### config.mk
export PLATFORM = sky130hd
export DESIGN_NAME = alu_seq
export DESIGN_NICKNAME = d
export VERILOG_FILES = /design/src/rtl/alu_seq.sv
export SDC_FILE = /design/constraint.sdc
export NUM_CORES = 1
export LEC_CHECK = 0
export BUFFER_PORTS_ARGS = -buffer_cell sky130_fd_sc_hd__buf_4
export CORE_ASPECT_RATIO = 0.9
export CORE_MARGIN = 2
export CORE_UTILIZATION = 50
export CTS_BUF_LIST = sky130_fd_sc_hd__clkbuf_8 sky130_fd_sc_hd__clkbuf_16
export DETAILED_ROUTE_END_ITERATION = 16
export PLACE_DENSITY_LB_ADDON = 0.12
export SLEW_MARGIN = 20
export SYNTH_ARGS = -nofsm -noshare
export SYNTH_HDL_FRONTEND = slang
export SYNTH_SLANG_ARGS = --single-unit
### constraint.sdc
create_clock -name ck -period 5.1 [get_ports ck]
set_input_delay 0.51 -clock ck [delete_from_list [all_inputs] [get_ports ck]]
set_output_delay 0.51 -clock ck [all_outputs]
set_load 0.05 [all_outputs]
### src/rtl/alu_seq.sv
// +--------------------------------------------------------------------+
// | alu_seq : 4x8 register file sequencing commands through an external |
// | LAT-cycle ALU, with a one-cycle result pulse.        Rev 1.0        |
// +--------------------------------------------------------------------+
`default_nettype none

module alu_seq #(
    parameter int LAT = 2
) (
    input  logic       ck,
    input  logic       rst_n,
    input  logic       cmd_valid,
    output logic       cmd_ready,
    input  logic [3:0] cmd_op,
    input  logic [1:0] cmd_ra,
    input  logic [1:0] cmd_rb,
    input  logic [1:0] cmd_rd,
    input  logic       ld_valid,
    input  logic [1:0] ld_addr,
    input  logic [7:0] ld_data,
    output logic [7:0] alu_a,
    output logic [7:0] alu_b,
    output logic [3:0] alu_ctr,
    input  logic [7:0] alu_o,
    output logic       res_valid,
    output logic [7:0] res_data,
    output logic       res_err,
    output logic       busy
);

    localparam logic [1:0] S_IDLE  = 2'd0;
    localparam logic [1:0] S_ISSUE = 2'd1;
    localparam logic [1:0] S_WAIT  = 2'd2;
    localparam logic [1:0] S_WB    = 2'd3;

    // WAIT spans LAT-1 cycles; with LAT of 1 it is skipped entirely.
    localparam logic [2:0] CNT_LAST  = (LAT >= 2) ? 3'(LAT - 2) : 3'd0;
    localparam bit         SKIP_WAIT = (LAT <= 1);

    logic [1:0] state;
    logic [1:0] next_state;
    logic [2:0] cnt;
    logic       started;
    logic [1:0] rd_q;
    logic [7:0] regs [4];

    logic accept;
    logic op_legal;
    logic writeback;

    assign accept    = cmd_valid && cmd_ready;
    assign op_legal  = (cmd_op == 4'b0000) || (cmd_op == 4'b0001) || cmd_op[3];
    assign writeback = (state == S_WB);

    always_ff @(posedge ck or negedge rst_n) begin
        if (!rst_n) begin
            state <= S_IDLE;
        end else begin
            state <= next_state;
        end
    end

    always_comb begin
        next_state = state;
        case (state)
            S_IDLE:  if (accept && op_legal) next_state = S_ISSUE;
            S_ISSUE: next_state = SKIP_WAIT ? S_WB : S_WAIT;
            S_WAIT:  if (cnt == CNT_LAST) next_state = S_WB;
            S_WB:    next_state = S_IDLE;
            default: next_state = S_IDLE;
        endcase
    end

    // started keeps cmd_ready low until the first edge after reset release.
    always_comb begin
        cmd_ready = started && (state == S_IDLE);
        busy      = (state != S_IDLE);
    end

    always_ff @(posedge ck or negedge rst_n) begin
        if (!rst_n) begin
            cnt     <= 3'd0;
            started <= 1'b0;
        end else begin
            started <= 1'b1;
            if (state == S_WAIT) begin
                cnt <= cnt + 3'd1;
            end else begin
                cnt <= 3'd0;
            end
        end
    end

    always_ff @(posedge ck or negedge rst_n) begin
        if (!rst_n) begin
            alu_a   <= 8'h00;
            alu_b   <= 8'h00;
            alu_ctr <= 4'b0000;
            rd_q    <= 2'd0;
        end else if (accept && op_legal) begin
            alu_a   <= regs[cmd_ra];
            alu_b   <= regs[cmd_rb];
            alu_ctr <= cmd_op;
            rd_q    <= cmd_rd;
        end
    end

    // Writeback is assigned after the load so it wins on a shared target.
    always_ff @(posedge ck or negedge rst_n) begin
        if (!rst_n) begin
            for (int i = 0; i < 4; i++) begin
                regs[i] <= 8'h00;
            end
        end else begin
            for (int i = 0; i < 4; i++) begin
                if (ld_valid && (ld_addr == 2'(i))) begin
                    regs[i] <= ld_data;
                end
                if (writeback && (rd_q == 2'(i))) begin
                    regs[i] <= alu_o;
                end
            end
        end
    end

    always_ff @(posedge ck or negedge rst_n) begin
        if (!rst_n) begin
            res_valid <= 1'b0;
            res_data  <= 8'h00;
            res_err   <= 1'b0;
        end else begin
            res_valid <= 1'b0;
            if (writeback) begin
                res_valid <= 1'b1;
                res_data  <= alu_o;
                res_err   <= 1'b0;
            end else if (accept && !op_legal) begin
                res_valid <= 1'b1;
                res_data  <= 8'h00;
                res_err   <= 1'b1;
            end
        end
    end

endmodule

`default_nettype wire

Word-level counts from Yosys, hierarchy flattened
Index checks and enable logic that the tools add are counted.
{ "classes": {"addsub": 1, "order_cmp": 2, "eq_ne": 12, "n_mux": 24, "n_bitwise": 2, "n_reduce_logical": 27} }
{ "op_table": {"columns": ["op", "n"], "rows": [
  ["two-way mux 8 bit", 14],
  ["binary-select mux 8 bit (select 2 bit)", 2],
  ["== test 2 bit, second input constant", 6],
  ["logical AND 1 bit", 12],
  ["nonzero test 2 bit", 6],
  ["one-hot mux 2 bit (4 select lines)", 1],
  ["== test 2 x 1 -> 1 bit, second input constant", 3],
  [">= comparator 3 bit, second input constant", 2],
  ["logical NOT 2 bit", 3],
  ["NOT 2 -> 3 bit", 2],
  ["== test 4 x 1 -> 1 bit, second input constant", 1],
  ["logical NOT 4 bit", 1],
  ["two-way mux 1 bit", 4],
  ["two-way mux 2 bit", 2],
  ["inequality test 2 bit, second input constant", 2],
  ["adder 3 x 1 -> 3 bit, second input constant", 1],
  ["logical NOT 3 bit", 1],
  ["two-way mux 3 bit", 1],
  ["logical OR 1 bit", 2],
  ["AND reduction 2 bit", 1],
  ["logical NOT 1 bit", 1]
]} }
{ "totals": {"register_bits": 70, "in_bits": 32} }

Depth between registers and ports, before layout
Gate-level depths: netlist of run 1.
{ "depth": {"depth_word": 7, "ltp_mapped": 6, "mapped_depth_nobuf": 5} }

Least setup slack after synthesis of run 1
OpenSTA, ideal clock, no wires.
{ "synth_path": {"kind": "register -> register", "start": "reg state[1]", "end": "reg regs[29] (netlist name)", "setup_time_ps": 125, "t_arrival_ps": 1556, "required_ps": 4975, "setup_slack_ps": 3419, "path_stages_with_launch": 5, "path_cell_list": "dfrtp_1 > ha_1 > nor3b_4 > mux2_2 > mux2_2"} }
{ "synth_between": {"elab_chain_len": 3, "word_cells_on_any_way": 4} }
{ "synth_lines": {"columns": ["element", "line_no", "text"], "rows": [
  ["start, declared", "40", "logic [1:0] state;"],
  ["start signal, assigned", "59", "state <= next_state;"],
  ["== test 2 bit *", "53", "assign writeback = (state == S_WB);"],
  ["logical AND 1 bit *", "119", "if (writeback && (rd_q == 2'(i))) begin"],
  ["two-way mux 8 bit / nonzero test 2 bit (equally long branches)", null, null],
  ["end signal, assigned by index", "117", "regs[i] <= ld_data;"],
  ["end signal, assigned by index", "120", "regs[i] <= alu_o;"],
  ["end, declared", "45", "logic [7:0] regs [4];"]
]} }
Every way passes the cells marked *; elsewhere a longest branch is shown, timed or not.
A chain may end at the register's enable or synchronous reset.

Worst setup path after layout of run 1
Same ends and word-level chain as after synthesis.

==> impl_results.md, run 1 <==
- Status: finished, final reports clean
- Post-synthesis sequential area ratio: roughly half
- Post-synth EDFFs: 0
- Switching power total: between 1000 and 1500 uW
- Maximum VDD drop: between 300 and 400 uV
- Async SR Flop Fraction: 100.0%
- Sw frac: between 40% and 50%
- Cells after Synth: ~260
- Placed inst area: ~4000 um^2
- Vias in the first global route: approximately 2,400
- Die area: a little under 8000 um^2
- GPL Wtd Cong: ~0.75
- Routed wire length: 7.532 mm
- H-tree depth: 3
- Fin crit share: between 50% and 60%
- Power per cell area: roughly 650 nW/um^2
- Core ar.: about 6700 um^2
- Antenna-violating nets left: 0
- Final instance area: approximately 4200 um^2
- Syn-to-layout area delta: 19.86%
- Worst path required time: about 5.3 ns
- Comb power frac: a little under half
- FILL cells: 545
- Sink Count: 70
- Vias per inst: about 5.6
- Iter 0 DRT Violations: 139
- Largest net degree at the start of global routing: 71
- Worst-path fanout max: 22
- Final hold vios: 0
- Warnings from Yosys: 0
- Max Slew Vio Count: 0
- Share of cells above drive strength 1: between 40% and 50%
- GRT Total Usage: 21.46%
- Die X-Extent: slightly above 90 um
- Initial antenna violation count: 0
- Hold-fix buffers, CTS: 0
- Pint: between 1500 and 2000 uW
- DR pass1 iterations: 4
- # resized after CTS: 0
- Min Clock Period, post-route: 2.590 ns
- CTS Buf Count: 9
- CP Data Arrival Time: around 2.8 ns
- CTS tree: built
- Area leader, netlist: dfrtp_1
- Syn nets: approximately 300
- Max cap viols: 0
- Setup TNS: 0 ns
- Worst Max-Slew Pin Slew: a little over 1 ns
- # rows: 28
- Setup bufs post-CTS: 0
- Clock Power Share: 15.5%
- Worst skew pair latency: approximately 0.35 ns
- P_leak: roughly 0.0019 uW
- Cell area after synthesis: 3516 um^2
- Synth Flop Type: dfrtp_1
- Port Buffers: 63
- Synth unique cells: 38
- Global-route wire length before repair: between 10 and 15 mm
- DRC viols: 0
- Final setup violating endpoints: 0
- Reg power frac: ~37%
- Drt wl/cell: 17.93 um
- Critical path class: reg -> reg
- Commonest cells post-synth: dfrtp_1 (70), mux2_2 (55), o21ai_0 (17), mux4_2 (16)
- Clk slew on worst S/H paths: roughly 0.080 ns
- Root Driver: clkbuf_8
- Most common cell in the netlist: dfrtp_1
- RSZ-0062 raised after global routing: false
- Final nets: roughly 360
- Ports: 64
- Inserted Diodes: 0
- Chip Height: roughly 84 um
- Clock Tree Buf Depth: 2
- Initial core utilization: a little over half
- Peak Freq: slightly below 0.4 GHz
- DPL Wire Length: approximately 5.2 mm
- Startpoint types: flop
- CP Capture Type: flop
- Worst slew margin: about a third
- Syn Area/Cell: approximately 13 um^2
- Top cell type's share of synthesized area: 49.82%
- Final Skew: between 0.009 and 0.01 ns
- Dominant cells by area after synthesis: dfrtp_1 (50%), mux2_2 (18%), mux4_2 (10%)
- Grt ovf: 0
- #FFs+latches synth: 70
- HP Class: in -> async
- Vias post-DR: ~2,400
==> metrics by stage <==
step                hold WS (ns)  cells  setup WS [ns]  power [uW]  util (%)
floorplan                 0.2144    264          3.419        1957         -
global placement          0.4528    404          2.649        2298     60.27
detailed placement        0.4630    404          2.547        2332     60.27
CTS                       0.3214    420          2.534        2762     62.98
global route              0.3534    420          2.298        2900     62.98
finish                    0.2654    420          2.510        2739     62.98
==> registers in the layout (all words and copies together), names as in the netlist <==
| name | count |
|---|---|
| res_err | 1 |
| alu_b | 8 |
| cnt | 3 |
| regs | 32 |
| alu_a | 8 |
| alu_ctr | 4 |
| state | 2 |
| res_valid | 1 |
| res_data | 8 |
| started | 1 |
| rd_q | 2 |
==> per-layer routing <==
layer,up-vias,wire [um],track usage [%]
li1,1089,-,-
met3,16,392,5.149
met2,66,3491,32.58
met1,1180,3469,29.86
met5,-,0,0
met4,0,178,8.548
==> power groups by stage <==
stage	logic (uW)	registers (uW)	clock network (uW)
CTS	1320	1010	436
finish	1300	1010	425
detailed placement	1310	1020	0
global route	1390	1050	460
global placement	1290	1000	0
floorplan	577	1380	0
==> layout by cell type, fill, tap and decap left out <==
cell type,n
a21boi_0,1
a21o_1,1
a21oi_1,15
a221oi_1,1
a22o_1,1
and2_1,3
and3_1,1
buf_4,63
bufinv_16,1
clkbuf_8,9
clkinv_2,4
conb_1,1
dfrtp_1,70
ha_1,5
inv_1,7
mux2_1,1
mux2_2,55
mux2i_1,15
mux4_2,16
nand2_1,11
nand2_2,1
nand2b_1,1
nand3_1,2
nand3_2,1
nand3b_1,3
nor2_1,9
nor2b_1,1
nor3_1,6
nor3b_2,1
nor3b_4,1
o21ai_0,17
o21ai_2,1
o21ba_2,1
o21bai_2,1
o22a_1,1
or2_1,1
xor2_1,1
==> kinds of logic after synthesis <==
family / share of synthesized area, %
mux: 32.46
simple gates: 6.513
buf+inv: 2.491
xor+xnor: 0.2492
flops: 49.82
other cells: 0.1067
compound gates: 6.584
fa+ha+maj: 1.779
==> worst paths after layout <==
| kind | start | to | slack [ns] | cells past startpoint |
|---|---|---|---|---|
| worst min register to register | cnt[0]$_DFF_PN0_ | cnt[0]$_DFF_PN0_ | 0.48 | 1 |
| worst min-delay path | rst_n | alu_ctr[2]$_DFFE_PN0P_ | 0.27 | 1 |
| max in group asynchronous | rst_n | started$_DFF_PN0_ | 4.23 | 1 |
| min in group ck | cmd_op[0] | alu_ctr[0]$_DFFE_PN0P_ | 0.39 | 2 |
| worst max register to register | state[1]$_DFFE_PN0P_ | regs[29]$_DFFE_PN0P_ | 2.51 | 4 |
| worst max-delay path | state[1]$_DFFE_PN0P_ | regs[29]$_DFFE_PN0P_ | 2.51 | 4 |
==> critical path: stages (launching register included) <==
cell,delay (ns)
dfrtp_1,0.38
ha_1,0.62
nor3b_4,0.75
or2_1,0.36
mux2_2,0.37
==> cell type report <==
class | count | area [um^2] | share of cell area [%]
clock inverter | 7 | 57.56 | 1.366
tap | 90 | 112.6 | 2.672
clock buffer | 9 | 123.9 | 2.939
timing repair buffer | 63 | 473.0 | 11.22
multi-input combinational | 176 | 1677 | 39.79
sequential | 70 | 1752 | 41.57
inverter | 5 | 18.77 | 0.4454
No activity file was read; power rests on OpenSTA's default activity.
==> run 2: changes to the inputs <==
Clock period 5.1 ns to 2.7 ns, I/O delays scaled along.
==> impl_results.md, run 2 (synthesis gave the netlist of run 1 again) <==
- Final nets: 366 (+1.1%)
- Cells on worst reg2reg path: 6 (+2)
- GRT Total Usage: 21.57% (+0.11 points)
- Ports: 64 (unchanged)
- Die area: 7719 um^2 (unchanged)
- Worst Max-Slew Pin Slew: 0.8959 ns (-0.1156 ns)
- Peak Freq: 0.4688 GHz (+21%)
- Worst Setup SP: state[0]$_DFFE_PN0P_
- CTS tree: built
- Antenna-violating nets left: 0 (unchanged)
- Final hold vios: 0 (unchanged)
- Clk slew on worst S/H paths: 0.08 ns (about the same)
- Worst skew pair latency: 0.34 ns (about the same)
- Vias in the first global route: 2,469 (+4.1%)
- H-tree depth: 3 (unchanged)
- DR pass1 iterations: 4 (unchanged)
- # rows: 28 (unchanged)
- DRC viols: 0 (unchanged)
- Hold-fix buffers, CTS: 0 (unchanged)
- Worst-path cell chain: inv_1, ha_1, and3_1, nand2_1, buf_4, mux2_2
- FILL cells: 506 (-7.2%)
- Root Driver: clkbuf_8
- Final Skew: 0.008416 ns (-0.001418 ns)
- Reg2Reg Setup Slack: 0.57 ns (-1.94 ns)
- Critical R2R Launch: state[0]$_DFFE_PN0P_
- HP Class: in -> async
- P_leak: 0.001931 uW (+1.6%)
- Initial core utilization: 52.54% (unchanged)
- Critical path class: reg -> reg
- Vias per inst: 5.566 (-0.56%)
- Max Slew Vio Count: 0 (unchanged)
- Iter 0 DRT Violations: 84 (-40%)
- Max reg flops: 32 (unchanged)
- Dpl cells: 408 (+0.99%)
- Commonest cells after routing, fill and taps aside: dfrtp_1 (70), buf_4 (67), mux2_2 (55)
- CP Data Arrival Time: 2.36 ns (-0.47 ns)
- RR Endpoint: alu_ctr[1]$_DFFE_PN0P_
- Core ar.: 6691 um^2 (unchanged)
- Setup bufs post-CTS: 0 (unchanged)
- Power per cell area: 1250 nW/um^2 (+92%)
- Slowest CP cell: nand2_1
- Fin crit share: 79.01% (+28 points)
- CTS Buf Count: 9 (unchanged)
- Min Clock Period, post-route: 2.133 ns (-0.4571 ns)
- Worst slew margin: 40.27% (+7.9 points)
- Setup TNS: 0 ns (unchanged)
- Syn-to-layout area delta: 22.17%
- Largest net degree at the start of global routing: 71 (unchanged)
- CP Capture Type: flop
- Sink Count: 70 (unchanged)
- Startpoint types: flop
- Drt wl/cell: 18.20 um (+1.5%)
- Post-route insts no fill: 424 (+0.95%)
- Chip Height: 83.55 um (unchanged)
- Routed wire length: 7.715 mm (+2.4%)
- Maximum VDD drop: 650.1 uV (+100%)
- Worst-path fanout max: 12 (-45%)
- Slowest Stage Delay on Critical Path: 0.42 ns (-0.33 ns)
- Grt ovf: 0 (unchanged)
- RSZ-0062 raised after global routing: false
- Worst path required time: 2.93 ns (-2.41 ns)
- Final setup violating endpoints: 0 (unchanged)
- Clock Tree Buf Depth: 2 (unchanged)
- CP endpoint: alu_ctr[1]$_DFFE_PN0P_
- Commonest non-fill, non-tap cell in the layout: dfrtp_1
- DPL Wire Length: 5.352 mm (+3.0%)
- Inserted Diodes: 0 (unchanged)
- Global-route wire length before repair: 12.70 mm (+0.76%)
- Status: finished, final reports clean
- Die X-Extent: 92.39 um (unchanged)
- Vias post-DR: 2,360 (+0.38%)
- Share of cells above drive strength 1: 48.20% (+1.2 points)
- # resized after CTS: 0 (unchanged)
- Initial antenna violation count: 0 (unchanged)
- Port Buffers: 63 (unchanged)
- GPL Wtd Cong: 0.7948 (+5.5%)
- Max cap viols: 0 (unchanged)
- Largest Register: regs
## run 2: through the flow
stage | setup WS [ns] | hold WS, ns | utilization [%] | cell area (um^2) | power (uW)
final | 0.5667 | 0.02451 | 64.19 | 4295 | 5369
after global routing | 0.4527 | 0.1241 | 64.19 | 4295 | 5664
after CTS | 0.5456 | 0.07574 | 64.19 | 4295 | 5409
after detailed placement | 0.5515 | 0.4517 | 60.71 | 4063 | 4434
after global placement | 0.6541 | 0.4488 | 60.71 | 4063 | 4361
after floorplan | 1.019 | -0.02559 | - | 3516 | 3696
## run 2: where the power goes
part / internal [uW] / leakage (uW) / switching (uW) / total (uW)
clock network: 571 / 0.000116 / 394 / 965
logic: 1050 / 0.000980 / 1450 / 2500
registers: 1560 / 0.000835 / 344 / 1900
## run 2: routing by layer
| layer | share of wire [%] | routed length, um | global-route usage, % | vias to the layer above |
|---|---|---|---|---|
| li1 | - | - | - | 1101 |
| met1 | 47 | 3589 | 29.53 | 1198 |
| met2 | 48 | 3719 | 34.51 | 59 |
| met3 | 4.9 | 378 | 5.962 | 2 |
| met4 | 0.35 | 27 | 4.885 | 0 |
| met5 | 0 | 0 | 0 | - |
## run 2: worst min path at each step
stage | startpoint | end | slack, ns
detailed placement | rst_n | cnt[2]$_DFF_PN0_ | 0.45
global placement | rst_n | cnt[2]$_DFF_PN0_ | 0.45
global route | rst_n | cnt[1]$_DFF_PN0_ | 0.12
floorplan | rst_n | alu_a[0]$_DFFE_PN0P_ | -0.03
finish | rst_n | cnt[0]$_DFF_PN0_ | 0.02
CTS | rst_n | regs[30]$_DFFE_PN0P_ | 0.08
## run 2: worst max-delay path, delay by kind of cell (launching register included)
family | cells | cell delay (ns)
AND/OR/NAND/NOR | 2 | 0.64
buffers and inverters | 2 | 0.38
adder cells (fa/ha/maj) | 1 | 0.26
multiplexers | 1 | 0.36
flip-flops | 1 | 0.37
## run 2: layout make-up
| type | count | area [um^2] | area share [%] |
|---|---|---|---|
| clock buffers | 11 | 151.4 | 3.525 |
| clock inverters | 5 | 81.33 | 1.893 |
| inverters | 5 | 18.77 | 0.4369 |
| multi-input cells | 176 | 1677 | 39.03 |
| flip-flops and latches | 70 | 1752 | 40.78 |
| well taps | 90 | 112.6 | 2.622 |
| repair buffers | 67 | 503.0 | 11.71 |
==> run 3: changes to the inputs <==
Clock period 2.7 ns to 2.15 ns, I/O delays scaled along.
==> impl_results.md, run 3 (synthesis gave the netlist of run 1 again) <==
- DPL Wire Length: 5.374 mm (+0.41%)
- Global-route wire length before repair: 12.26 mm (-3.5%)
- Final nets: 370 (+1.1%)
- FILL cells: 557 (+10%)
- Final instance area: 4309 um^2 (+0.32%)
- Final setup violating endpoints: 0 (unchanged)
- Post-layout util: 64.40% (+0.21 points)
- Status: finished, final reports clean
- M1 wire length: 3.402 mm (-5.2%)
- Worst path required time: 2.37 ns (-0.56 ns)
- Max reg flops: 32 (unchanged)
- # rows: 28 (unchanged)
- Setup TNS: 0 ns (unchanged)
- Startpoint types: flop
- Placed inst area: 4098 um^2 (+0.86%)
- Delay-heaviest family, CP: buffers and inverters
- Pint: 3883 uW (+22%)
- Top layer in use: met4
- Sink Count: 70 (unchanged)
- Iter 0 DRT Violations: 101 (+20%)
- Fin crit share: 84.77% (+5.8 points)
- Initial core utilization: 52.54% (unchanged)
- P_leak: 0.001945 uW (+0.75%)
- Syn-to-layout area delta: 22.56%
- Worst Max-Slew Pin Slew: 0.6016 ns (-0.2943 ns)
- RSZ-0062 raised after global routing: false
- Vias in the first global route: 2,334 (-5.5%)
- Worst slew margin: 59.77% (+19 points)
- Buf/Inv on CP: 2 (unchanged)
- Antenna-violating nets left: 0 (unchanged)
- Worst-path fanout max: 22 (+10)
- Routed wire length: 7.489 mm (-2.9%)
- Largest Register: regs
- Largest net degree at the start of global routing: 59 (-17%)
- Chip Height: 83.55 um (unchanged)
- Critical path class: reg -> reg
- Vias per inst: 5.491 (-1.4%)
- CP Capture Type: flop
- Setup bufs post-CTS: 0 (unchanged)
- Worst-path cell chain: inv_1, ha_1, and3_1, nand2_1, buf_4, mux2_2
- Min Clock Period, post-route: 1.823 ns (-0.3107 ns)
- Slowest CP cell: mux2_2
- Met3 WL post-DR: 395 um (+4.5%)
- Root Driver: clkbuf_8
- Final Skew: 0.006944 ns (-0.001472 ns)
- DRC viols: 0 (unchanged)
- Die X-Extent: 92.39 um (unchanged)
- H-tree depth: 3 (unchanged)
- GPL Wtd Cong: 0.7921 (-0.34%)
- Inserted Diodes: 0 (unchanged)
- HP Class: in -> reg
- Share of cells above drive strength 1: 47.93% (-0.27 points)
- Die area: 7719 um^2 (unchanged)
- Comb power frac: 47.8% (+1.2 points)
- Switching power total: 2697 uW (+23%)
- Initial antenna violation count: 0 (unchanged)
- CTS tree: built
- Max Slew Vio Count: 0 (unchanged)
- Pre-CTS setup slack: 0.3453 ns (-0.2062 ns)
- Maximum VDD drop: 829.4 uV (+28%)
- Power per cell area: 1527 nW/um^2 (+22%)
- Vias post-DR: 2,350 (-0.42%)
- Core ar.: 6691 um^2 (unchanged)
- CTS Buf Count: 9 (unchanged)
- Worst skew pair latency: 0.34 ns (about the same)
- Post-route insts no fill: 428 (+0.94%)
- Ports: 64 (unchanged)
- Clock Tree Buf Depth: 2 (unchanged)
- Port Buffers: 63 (unchanged)
- Commonest cells after routing, fill and taps aside: dfrtp_1 (70), buf_4 (69), mux2_2 (55)
- Drt wl/cell: 17.50 um (-3.8%)
- Reg power frac: 36.0% (+0.5 points)
- Sw frac: 40.98% (+0.29 points)
- Metal2 WL: 3.646 mm (-2.0%)
- Fin worst setup slack: 0.3274 ns (-0.2393 ns)
- Clk slew on worst S/H paths: 0.07 ns (about the same)
- CP Data Arrival Time: 2.05 ns (-0.31 ns)
- Slowest Stage Delay on Critical Path: 0.38 ns (-0.04 ns)
- Clock Power Share: 16.2% (-1.8 points)
- Max cap viols: 0 (unchanged)
- Dpl cells: 411 (+0.74%)
- Commonest non-fill, non-tap cell in the layout: dfrtp_1
- DR pass1 iterations: 4 (unchanged)
- GRT Total Usage: 21.19% (-0.38 points)
- Final hold vios: 0 (unchanged)
- Peak Freq: 0.5487 GHz (+17%)
- Grt ovf: 0 (unchanged)
[run 3: per-stage QoR]
step / hold WS, ns / power [uW]
4_1_cts: 0.07607 / 6649
3_3_place_gp: 0.07797 / 5491
3_5_place_dp: 0.07775 / 5569
2_1_floorplan: -0.08059 / 4641
6_report: 0.09179 / 6580
5_1_grt: 0.08109 / 6961
[run 3: path summary, 6_finish.rpt]
check,start,to,slack (ns),cells past startpoint
worst max register to register,state[0]$_DFFE_PN0P_,alu_b[3]$_DFFE_PN0P_,0.33,6
worst min-delay path,cmd_rd[1],rd_q[1]$_DFFE_PN0P_,0.09,2
max in group asynchronous,rst_n,alu_b[3]$_DFFE_PN0P_,1.35,3
worst min register to register,cnt[0]$_DFF_PN0_,cnt[0]$_DFF_PN0_,0.47,1
worst max-delay path,state[0]$_DFFE_PN0P_,alu_b[3]$_DFFE_PN0P_,0.33,6
min in group asynchronous,rst_n,alu_ctr[2]$_DFFE_PN0P_,0.25,2
[run 3: final cells by class]
cell class / instances / area [um^2] / share of cell area, %
sequential: 70 / 1752 / 40.65
multi-input combinational: 176 / 1677 / 38.91
timing repair buffer: 71 / 548.0 / 12.72
clock buffer: 11 / 151.4 / 3.513
tap: 90 / 112.6 / 2.613
clock inverter: 5 / 50.05 / 1.161
inverter: 5 / 18.77 / 0.4355
[run 3: what timing repair did]
| item | 4_1_cts | 5_1_grt |
|---|---|---|
| resized for setup | 0 | 0 |
| hold endpoints to repair | 12 | 0 |
| hold buffers | 1 | 0 |
[run 3: power by group through the flow]
stage	Sequential, uW	Combinational [uW]	Clock [uW]
after global placement	2370	3120	0
after detailed placement	2390	3170	0
after CTS	2370	3180	1100
final	2370	3150	1060
after floorplan	3270	1370	0
after global routing	2450	3350	1160
[run 3: per-layer routing]
layer  track usage (%)  vias to the layer above
met2             32.58                       63
met1             29.40                     1174
met5                 0                        -
li1                  -                     1109
met3             6.685                        4
met4             5.292                        0
[run 3: worst reg2reg max path: cells and delay by family (launching register included)]
family,cells,cell delay (ns)
adders and majority gates,1,0.27
buffers and inverters,2,0.38
DFF,1,0.37
muxes,1,0.39
and+or+nand+nor,2,0.30
